--- src/rtl/reg_file_init.sv ---
// Integer register file with a post-reset clearing sequencer.
// Optional write-through read bypass: define RF_BYPASS_EN.
module reg_file_init #(
  parameter int DATA_WIDTH = 32,
  parameter int ADDR_WIDTH = 5
) (
  input  logic                  clk,
  input  logic                  rst_n,
  input  logic [ADDR_WIDTH-1:0] A1,
  input  logic [ADDR_WIDTH-1:0] A2,
  input  logic [ADDR_WIDTH-1:0] A3,
  input  logic [DATA_WIDTH-1:0] WD3,
  input  logic                  WE3,
  output logic [DATA_WIDTH-1:0] RD1,
  output logic [DATA_WIDTH-1:0] RD2,
  output logic                  rf_ready
);

  localparam int DEPTH = 2 ** ADDR_WIDTH;

  typedef enum logic {
    CLEAR,
    READY
  } state_t;

  state_t                state_q, state_d;
  logic [ADDR_WIDTH-1:0] clr_ptr_q, clr_ptr_d;
  logic                  rf_ready_q, rf_ready_d;

  logic [DATA_WIDTH-1:0] mem_q [DEPTH];

  logic                  mem_we;
  logic [ADDR_WIDTH-1:0] mem_waddr;
  logic [DATA_WIDTH-1:0] mem_wdata;

  logic ready;
  logic byp1;
  logic byp2;

  always_ff @(posedge clk or negedge rst_n) begin
    if (!rst_n) begin
      state_q    <= CLEAR;
      clr_ptr_q  <= {{(ADDR_WIDTH-1){1'b0}}, 1'b1};
      rf_ready_q <= 1'b0;
    end else begin
      state_q    <= state_d;
      clr_ptr_q  <= clr_ptr_d;
      rf_ready_q <= rf_ready_d;
    end
  end

  always_comb begin
    state_d    = state_q;
    clr_ptr_d  = clr_ptr_q;
    rf_ready_d = rf_ready_q;
    mem_we     = 1'b0;
    mem_waddr  = A3;
    mem_wdata  = WD3;
    unique case (state_q)
      CLEAR: begin
        mem_we    = 1'b1;
        mem_waddr = clr_ptr_q;
        mem_wdata = '0;
        clr_ptr_d = clr_ptr_q + 1'b1;
        // Last entry cleared: pointer wrap is never observed
        if (clr_ptr_q == '1) begin
          state_d    = READY;
          rf_ready_d = 1'b1;
        end
      end
      READY: begin
        mem_we = WE3 && (A3 != '0);
      end
    endcase
  end

  // Storage deliberately has no reset; the sequencer clears it
  always_ff @(posedge clk) begin
    if (mem_we) begin
      mem_q[mem_waddr] <= mem_wdata;
    end
  end

  assign ready = (state_q == READY);

`ifdef RF_BYPASS_EN
  assign byp1 = WE3 && (A3 != '0) && (A3 == A1);
  assign byp2 = WE3 && (A3 != '0) && (A3 == A2);
`else
  assign byp1 = 1'b0;
  assign byp2 = 1'b0;
`endif

  always_comb begin
    RD1 = '0;
    RD2 = '0;
    if (ready && (A1 != '0)) begin
      RD1 = byp1 ? WD3 : mem_q[A1];
    end
    if (ready && (A2 != '0)) begin
      RD2 = byp2 ? WD3 : mem_q[A2];
    end
  end

  assign rf_ready = rf_ready_q;

endmodule

--- config.mk ---
export PLATFORM = sky130hd
export DESIGN_NAME = reg_file_init
export DESIGN_NICKNAME = d
export VERILOG_FILES = /design/src/rtl/reg_file_init.sv
export SDC_FILE = /design/constraint.sdc
export NUM_CORES = 1
export LEC_CHECK = 0
export CAP_MARGIN = 20
export CORE_UTILIZATION = 28
export DETAILED_ROUTE_END_ITERATION = 7
export PLACE_DENSITY = 0.52
export SETUP_SLACK_MARGIN = 0.4
export SYNTH_ARGS = -nofsm -noshare
export SYNTH_HDL_FRONTEND = slang
export SYNTH_SLANG_ARGS = --single-unit
--- constraint.sdc ---
create_clock -name clk -period 3.5 [get_ports clk]
set_clock_uncertainty 0.15 [all_clocks]
set_input_delay 0.7 -clock clk [delete_from_list [all_inputs] [get_ports clk]]
set_output_delay 0.7 -clock clk [all_outputs]
set_load 0.02 [all_outputs]
== Yosys cells after proc, flatten, opt, wreduce, memory -nomap -nowiden ==
Memory sizes are Yosys's and may differ from the RTL's.
Index checks and enable logic that the tools add are counted.

* Bitwise logic cells: 1
* Equality and inequality tests: 1
* Add/subtract/negate cells: 1
* Reductions and logical operators: 7
* Multiplexer cells: 9

{| class="wikitable"
|+ Operators by type and width
! cell !! number
|-
| $mux W32 || 3
|-
| $reduce_bool A5 Y1 || 3
|-
| $add A5 B1 Y5 const B || 1
|-
| $eq A5 B5 Y1 const B || 1
|-
| $mux W5 || 1
|-
| $mux W1 || 4
|-
| $logic_and A1 B1 Y1 || 3
|-
| $pmux W1 S2 || 1
|-
| $reduce_and A2 Y1 || 1
|-
| $not A1 Y1 || 1
|}

* Output and inout port bits: 65
* Memory bits (writable): 1024
* Input bits: 50
* Word-level logic and storage cells: 23
* Register bits: 7
* Memories kept: 1

{| class="wikitable"
|+ Memories
! name !! depth !! bits a word !! read ports !! clocked after memory_dff !! write ports !! line !! source
|-
| mem_q || 32 || 32 || 2 || 0 || 1 || 30 || <nowiki>logic [DATA_WIDTH-1:0] mem_q [DEPTH];</nowiki>
|}

== Logic depth before layout (Yosys ltp) ==
Gate-level depths: netlist of run 1.

* Depth in word-level cells: 5
* Mapped depth: 8
* Gate-level depth less buffers: 4

== Worst setup path after synthesis of run 1 ==
Ideal clock, no wire load.

* Path type: input to register
* Start point: input port A3[0]
* End point: memory mem_q[10][0], enable pin
* Required time: 2929 ps
* Setup time: 421 ps
* Stages on the path: 4
* Arrival time: 2719 ps
* Path buffers: 0
* Slack: 210 ps
* Cells stage by stage: mux2_2 a31oi_1 nand2_1 nor2_1

* Cells in the longest elaborated chain, start to end: 5
* Elaborated cells between the ends (all ways): 6
* Those cells by class: mux: 4; reduce/logical: 2

{| class="wikitable"
|+ RTL lines
! what !! line !! source
|-
| start, declared || 11 || <nowiki>input logic [ADDR_WIDTH-1:0] A3,</nowiki>
|-
| $reduce_bool A5 Y1 || 72 || <nowiki>mem_we = WE3 && (A3 != '0);</nowiki>
|-
| $logic_and A1 B1 Y1 || 72 ||
|-
| $pmux W1 S2 || 59 || <nowiki>unique case (state_q)</nowiki>
|-
| $mux W1 || 79 || <nowiki>if (mem_we) begin</nowiki>
|-
| $mux W1 (implied by the code) || 80 || <nowiki>mem_q[mem_waddr] <= mem_wdata;</nowiki>
|-
| end, declared || 30 ||
|}

Parallel ways exist; a longest one is shown, timed or not.

== Worst setup path in the final report of run 1 ==
* Start point: register state_q, in the netlist ready
* End point: output port RD2[2]

* Cells in the longest elaborated chain, start to end: 2

{| class="wikitable"
|+ RTL lines
! what !! line !! source
|-
| start, declared || 26 || <nowiki>state_t state_q, state_d;</nowiki>
|-
| start signal, assigned || 46 || <nowiki>state_q <= state_d;</nowiki>
|-
| $logic_and A1 B1 Y1 || 100 || <nowiki>if (ready && (A2 != '0)) begin</nowiki>
|-
| $mux W32 || 100 ||
|-
| end, declared || 15 || <nowiki>output logic [DATA_WIDTH-1:0] RD2,</nowiki>
|}

Every way passes these cells.

==> impl_metrics.json, run 1 <==
{
  "status": "finished with violations",
  "violations": "negative setup slack",
  "setup_slack_ps": -180,
  "setup_tns_ps": -5030,
  "globalplace.congestion": 0.889,
  "fill_cells": 15800,
  "multi_input_area_mm2": 0.0172,
  "cts_tree": "yes",
  "synth-seq-cells": 1031,
  "cp_data_arrival_time_ps": 2830,
  "crit_path_end_kind": "output pin",
  "final-setup-viol-count": 52,
  "synth_flop_cell": "edfxtp_1",
  "crit_path_frequent_cell": "buf_6",
  "path_cells": "buf_6 > nor4bb_4 > buf_6 > buf_6 > buf_16 > a22o_1 > a31oi_1 > buf_4 > nand4_1 > buf_4 > buf_12",
  "cts.htree.levels": 3,
  "regToRegSetupSlack_ps": 550,
  "vias": 30900,
  "dr.pass1.iters": 5,
  "start_util_pct": 28.3,
  "cts.clk_slew.worst_paths_ps": 60,
  "yosys-top-cells-count": "edfxtp_1 (1024), mux2i_1 (517), mux4_2 (254), a22oi_1 (238), nand3_1 (139)",
  "hold_viol": 0,
  "finalWirelength_mm": 175,
  "grt_pass1_wl_mm": 242,
  "yosysWarnings": 0,
  "die_w_um": 416,
  "postRouteAntennaNets": 0,
  "synth_edf_count": 1024,
  "cts_buffer_depth": 3,
  "clkSinkCount": 1031,
  "grt_max_degree": 53,
  "cp.required_ps": 2650,
  "async_reset_ff_share_pct": 0.679,
  "synth_area_per_cell_um2": 16.8,
  "synthDistinctLibCells": 39,
  "drive_gt1_share_pct": 34.1,
  "final_nets": 3436,
  "hold_class": "in2async",
  "global_route.usage.total_pct": 19.8,
  "port_buffers": 114,
  "synth_top_area_cell": "edfxtp_1",
  "yosysMostFrequentCell": "edfxtp_1",
  "hpwlAfterDp_mm": 117,
  "crit_fanout": 5,
  "slew-limit-headroom_pct": 49.4,
  "synth.top_cell.area_share_pct": 63.9,
  "fp-row-count": 151,
  "io_pins": 115,
  "synth_area_leaders": "edfxtp_1 (64%), mux4_2 (12%), mux2i_1 (11%)",
  "cts_buffers": 108,
  "antenna_found_initial": 4,
  "rsz0062_at_grt": "true",
  "whs_ps": 90.3,
  "start_kind": "flip-flop",
  "timing.final.crit_share_pct": 105,
  "path_class": "reg2out",
  "root_buffer": "clkbuf_16",
  "drc": 0,
  "dieArea_mm2": 0.173,
  "core-area_mm2": 0.170,
  "vdd_drop_max_uv": 424,
  "rr_endpoint": "mem_q[28][16]",
  "period_needed_ps": 3680,
  "drtIter0Drc": 3267,
  "synth-seq-area-share_pct": 64.3,
  "tightest_slew_ps": 758,
  "grt_pass1_vias": 31100,
  "area.growth.synth_to_final_pct": 28.4,
  "r2r_start": "ready",
  "overflow": 0,
  "max_stage_delay_ps": 440,
  "drt-wirelength-per-cell_um": 30.8,
  "slew_violations": 0,
  "chipHeight_um": 416,
  "synth_cells": 2855,
  "syn_area_mm2": 0.0481,
  "regArea_mm2": 0.0309,
  "holdBufCountCts": 0,
  "cpMaxStageDelayCell": "dfrtp_2",
  "ff2ff_path_depth": 8,
  "power_density_mw_per_mm2": 461,
  "leakage_nw": 21.4,
  "syn-num-nets": 2907,
  "clk-insertion-delay-late_ps": 730,
  "max_freq_mhz": 272,
  "maxCapViolCount": 0,
  "post_drt_via_cell_ratio": 5.43
}
[sequential cells by signal, indices dropped and copies added, names as in the netlist]
name       cells
clr_ptr_q      5
rf_ready       1
mem_q       1024
ready          1
[per-stage QoR]
step                setup slack [ps]  util (%)  std cells  area, µm²  total power (W)
floorplan                        210         -       2855      48100           0.0153
global placement                -789      33.0       5436      56200           0.0170
detailed placement              -791      33.0       5436      56200           0.0170
CTS                             -265      36.0       5666      61200           0.0286
global route                    -235      36.3       5689      61700           0.0292
finish                          -180      36.3       5690      61700           0.0285
[where the power goes]
group,total (W),switching (W),internal [W]
Clock,0.0114,0.00497,0.00646
Sequential,0.0136,0.00000626,0.0136
Combinational,0.00344,0.00195,0.00149
Total,0.0285,0.00693,0.0216
[cell type report]
cell class	instances	share of cell area [%]
Clock buffer	129	4.54
Clock inverter	68	1.08
Tap cell	2218	4.50
Antenna cell	1	0.00405
Multi-Input combinational cell	1590	27.9
Sequential cell	1031	50.1
Inverter	3	0.0182
Timing Repair Buffer	650	11.9
[cell families after synthesis]
family | after synthesis | share of synthesized area, %
AO/OA/AOI/OAI | 394 | 5.92
XOR/XNOR | 3 | 0.0546
adder cells (fa/ha/maj) | 2 | 0.0520
buffers and inverters | 234 | 2.51
flip-flops | 1031 | 64.3
multiplexers | 775 | 22.8
AND/OR/NAND/NOR | 416 | 4.40
[layout by cell type (no fill, tap or decap), types with 10 or more instances in the layout]
master           synthesis  routed
and3_4                   0      10
a22oi_1                238     226
bufinv_16                0      10
a31oi_4                  0      23
edfxtp_1              1024    1024
buf_4                   37     343
a31oi_2                  0      11
a22o_4                   0      23
nor2_4                   0      39
a21oi_1                 44      32
a31oi_1                 52      18
clkbuf_1                87      20
nand4_1                 66      66
clkinv_1                 0      20
a22o_1                  51      28
buf_6                    9     104
clkbuf_16                0     113
a22oi_2                  0      12
and2_1                  39      32
nand2_1                 93      92
buf_8                    0      16
buf_12                   0     129
clkinv_2                 0      22
mux4_2                 254     254
mux2i_1                517     517
nand3_1                139     135
clkdlybuf4s50_1          0      41
[worst max-delay path: cells and delay by family, from the launching register on]
kind | cells | cell delay [ps]
AOI/OAI and AO/OA | 2 | 430
buffers and inverters | 7 | 990
DFF | 1 | 440
and+or+nand+nor | 2 | 210
[worst max-delay path by stage]
stage / slack, ps / startpoint / depth (start not counted) / end
4_1_cts: -270 / ready / 9 / RD2[28]
3_3_place_gp: -790 / A1[4] / 8 / RD1[10]
6_report: -180 / ready / 11 / RD2[2]
5_1_grt: -230 / ready / 11 / RD2[10]
3_5_place_dp: -790 / A1[4] / 8 / RD1[10]
2_1_floorplan: 210 / A3[0] / 4 / mem_q[10][0]
[repair_timing]
| action | CTS | global route |
|---|---|---|
| gates resized for setup | 286 | 60 |
| buffers inserted | 28 | 19 |
| setup endpoints to repair | 287 | 203 |
| gates cloned | 5 | 4 |
| pin swaps | 61 | 41 |
[metal layers]
| layer | up-vias | part of all wire (%) | global-route usage [%] |
|---|---|---|---|
| met5 | - | 0.015 | 0 |
| met4 | 4 | 4.1 | 7.78 |
| met3 | 264 | 6.1 | 2.59 |
| met2 | 1267 | 48 | 32.7 |
| met1 | 16400 | 42 | 26.3 |
| li1 | 12900 | - | - |
Power figures use the tool's default switching activity.
==> inputs of run 2 (changes only) <==
==> constraint.sdc (replaced) <==
create_clock -name clk -period 3.6 [get_ports clk]
set_clock_uncertainty 0.15 [all_clocks]
set_input_delay 0.72 -clock clk [delete_from_list [all_inputs] [get_ports clk]]
set_output_delay 0.72 -clock clk [all_outputs]
set_load 0.02 [all_outputs]
==> run 2 against run 1 <==
  * Non-clock buffer count shrank 31
  * Clock power is essentially flat
  * Total power fell by 3.0%
  * Critical endpoint is now RD1[18]
  * Highest routed layer is now met4
  * The run still ends with negative setup slack left
  * Final cell count fell by 0.51%
==> impl_metrics.json, run 2 (synthesized netlist as in run 1, its figures left out) <==
{
  "regToRegSetupSlack_ps": 580,
  "slew-limit-headroom_pct": 30.4,
  "holdBufCountCts": 0,
  "cpLargestDelayFamily": "buffers and inverters",
  "final_nets": 3404,
  "finalWirelength_mm": 175,
  "p_int_w": 0.0210,
  "grt_max_degree": 53,
  "regArea_mm2": 0.0309,
  "drtIter0Drc": 3386,
  "clkSinkCount": 1031,
  "chipHeight_um": 416,
  "vias": 30900,
  "core-area_mm2": 0.170,
  "dp.cells": 5372,
  "rr_endpoint": "mem_q[14][22]",
  "start_util_pct": 28.3,
  "fill_cells": 15900,
  "crit_fanout": 7,
  "clk-insertion-delay-late_ps": 710,
  "layout_common_cells": "edfxtp_1 (1024), mux2i_1 (517), buf_4 (317)",
  "cts.htree.levels": 3,
  "met1Wirelength_mm": 73.3,
  "cp_num_buf_inv": 6,
  "ff2ff_path_depth": 8,
  "reg_top3": "mem_q (1024), clr_ptr_q (5)",
  "drc": 0,
  "fp-row-count": 151,
  "hold_viol": 0,
  "io_pins": 115,
  "hpwlAfterDp_mm": 114,
  "postRouteAntennaNets": 0,
  "slew_violations": 0,
  "maxCapViolCount": 0,
  "multi_input_area_mm2": 0.0170,
  "drt-wirelength-per-cell_um": 30.8,
  "timing.final.crit_share_pct": 103,
  "grt_pass1_wl_mm": 242,
  "dr_wl_met2_mm": 83.3,
  "largest_reg_flops": 1024,
  "max_freq_mhz": 269,
  "fin_cells": 5661,
  "cts.clk_slew.worst_paths_ps": 60,
  "period_needed_ps": 3720,
  "switching_power_w": 0.00667,
  "path_cells": "buf_12 > and4b_4 > buf_12 > buf_16 > buf_6 > a22o_1 > a31oi_2 > nand4_1 > buf_6 > buf_6",
  "cp_data_arrival_time_ps": 2850,
  "antenna_found_initial": 1,
  "power_frac_clock_pct": 40.3,
  "final-setup-viol-count": 18,
  "whs_ps": 141,
  "p_sw_share_pct": 24.2,
  "power_density_mw_per_mm2": 450,
  "wl_met3_mm": 12.1,
  "post_drt_via_cell_ratio": 5.46,
  "setup_slack_ps": -119,
  "drive_gt1_share_pct": 32.8,
  "layout_commonest_cell": "edfxtp_1",
  "fin_total_pwr_w": 0.0276,
  "port_buffers": 114,
  "cts_buffer_depth": 3,
  "max_stage_delay_ps": 420,
  "dr.pass1.iters": 5,
  "tightest_slew_ps": 1040,
  "rsz0062_at_grt": "true",
  "start_kind": "flip-flop",
  "overflow": 0,
  "globalplace.congestion": 0.876,
  "cts_tree": "yes",
  "leakage_nw": 21.2,
  "comb_power_share_pct": 11.9,
  "crit_path_frequent_cell": "buf_6",
  "area.growth.synth_to_final_pct": 27.6,
  "die_w_um": 416,
  "r2r_start": "ready",
  "dieArea_mm2": 0.173,
  "cpMaxStageDelayCell": "dfrtp_2",
  "crit_path_end_kind": "output pin",
  "hold_class": "in2async",
  "vdd_drop_max_uv": 369,
  "status": "finished with violations",
  "pwr-share-seq_pct": 47.9,
  "violations": "negative setup slack",
  "grt_pass1_vias": 31000,
  "finish.utilization_pct": 36.1,
  "root_buffer": "clkbuf_16",
  "cp.required_ps": 2730,
  "global_route.usage.total_pct": 19.7,
  "highest_layer": "met4",
  "path_class": "reg2out",
  "cts_buffers": 107,
  "regMostFlops": "mem_q"
}
run 2: changes by cell type in the layout (fill, tap and decap cells not counted), sizes merged:
cell,before,now
buf,601,570
clkdlybuf4s15,0,4
clkinv,46,42
clkbuf,133,136
clkdlybuf4s50,41,40
clkinvlp,8,9
dlymetal6s2s,1,0
run 2: area by class of cell:
cell class                      count  share of cell area [%]
Clock inverter                     65                    1.02
Clock buffer                      134                    4.63
Timing Repair Buffer              619                    11.7
Inverter                            3                  0.0184
Sequential cell                  1031                    50.4
Antenna cell                        1                 0.00408
Tap cell                         2218                    4.52
Multi-Input combinational cell   1590                    27.7
run 2: power by group through the flow:
stage                     clock network (W)  logic, W  registers (W)
after CTS                            0.0113   0.00319         0.0132
after global placement                    0   0.00298         0.0135
after detailed placement                  0   0.00298         0.0135
after floorplan                           0   0.00142         0.0135
after global routing                 0.0117   0.00338         0.0132
final                                0.0111   0.00328         0.0132
run 2: layer usage:
| layer | vias to the layer above | GRT usage, % |
|---|---|---|
| li1 | 12900 | - |
| met1 | 16300 | 26.9 |
| met2 | 1405 | 32.2 |
| met3 | 265 | 2.46 |
| met4 | 0 | 7.04 |
| met5 | - | 0 |
run 2: how the worst max path moves through the flow:
stage	cells after the start	startpoint	to	slack (ps)
after floorplan	4	A3[0]	mem_q[10][0]	290
after global placement	8	A1[3]	RD1[1]	-540
after detailed placement	8	A1[3]	RD1[1]	-540
after CTS	9	ready	RD1[8]	-140
after global routing	9	ready	RD1[8]	-160
final	10	ready	RD1[18]	-120
run 2: what timing repair did:
| item | CTS | global route |
|---|---|---|
| cloned | 4 | 1 |
| endpoints found under the hold margin | 0 | 0 |
| endpoints found under the setup margin | 118 | 64 |
| resized for setup | 279 | 63 |
| pin swaps | 56 | 46 |
| buffers inserted | 55 | 29 |
run 2: worst reg2reg max path: stages, from the launching register on:
cell and delay, ps:
dfrtp_2 380, buf_4 210, buf_6 360, mux2_2 420, a31oi_1 180, nand2_1 80
buf_4 230, nor2_4 300, buf_12 290
run 2: stage by stage:
step	TNS, ps	cell area (µm²)	setup WS [ps]
after global routing	-1920	61300	-160
after detailed placement	-20030	55800	-539
after floorplan	0	48100	290
after global placement	-19640	55800	-539
after CTS	-1010	60800	-137
final	-888	61300	-119
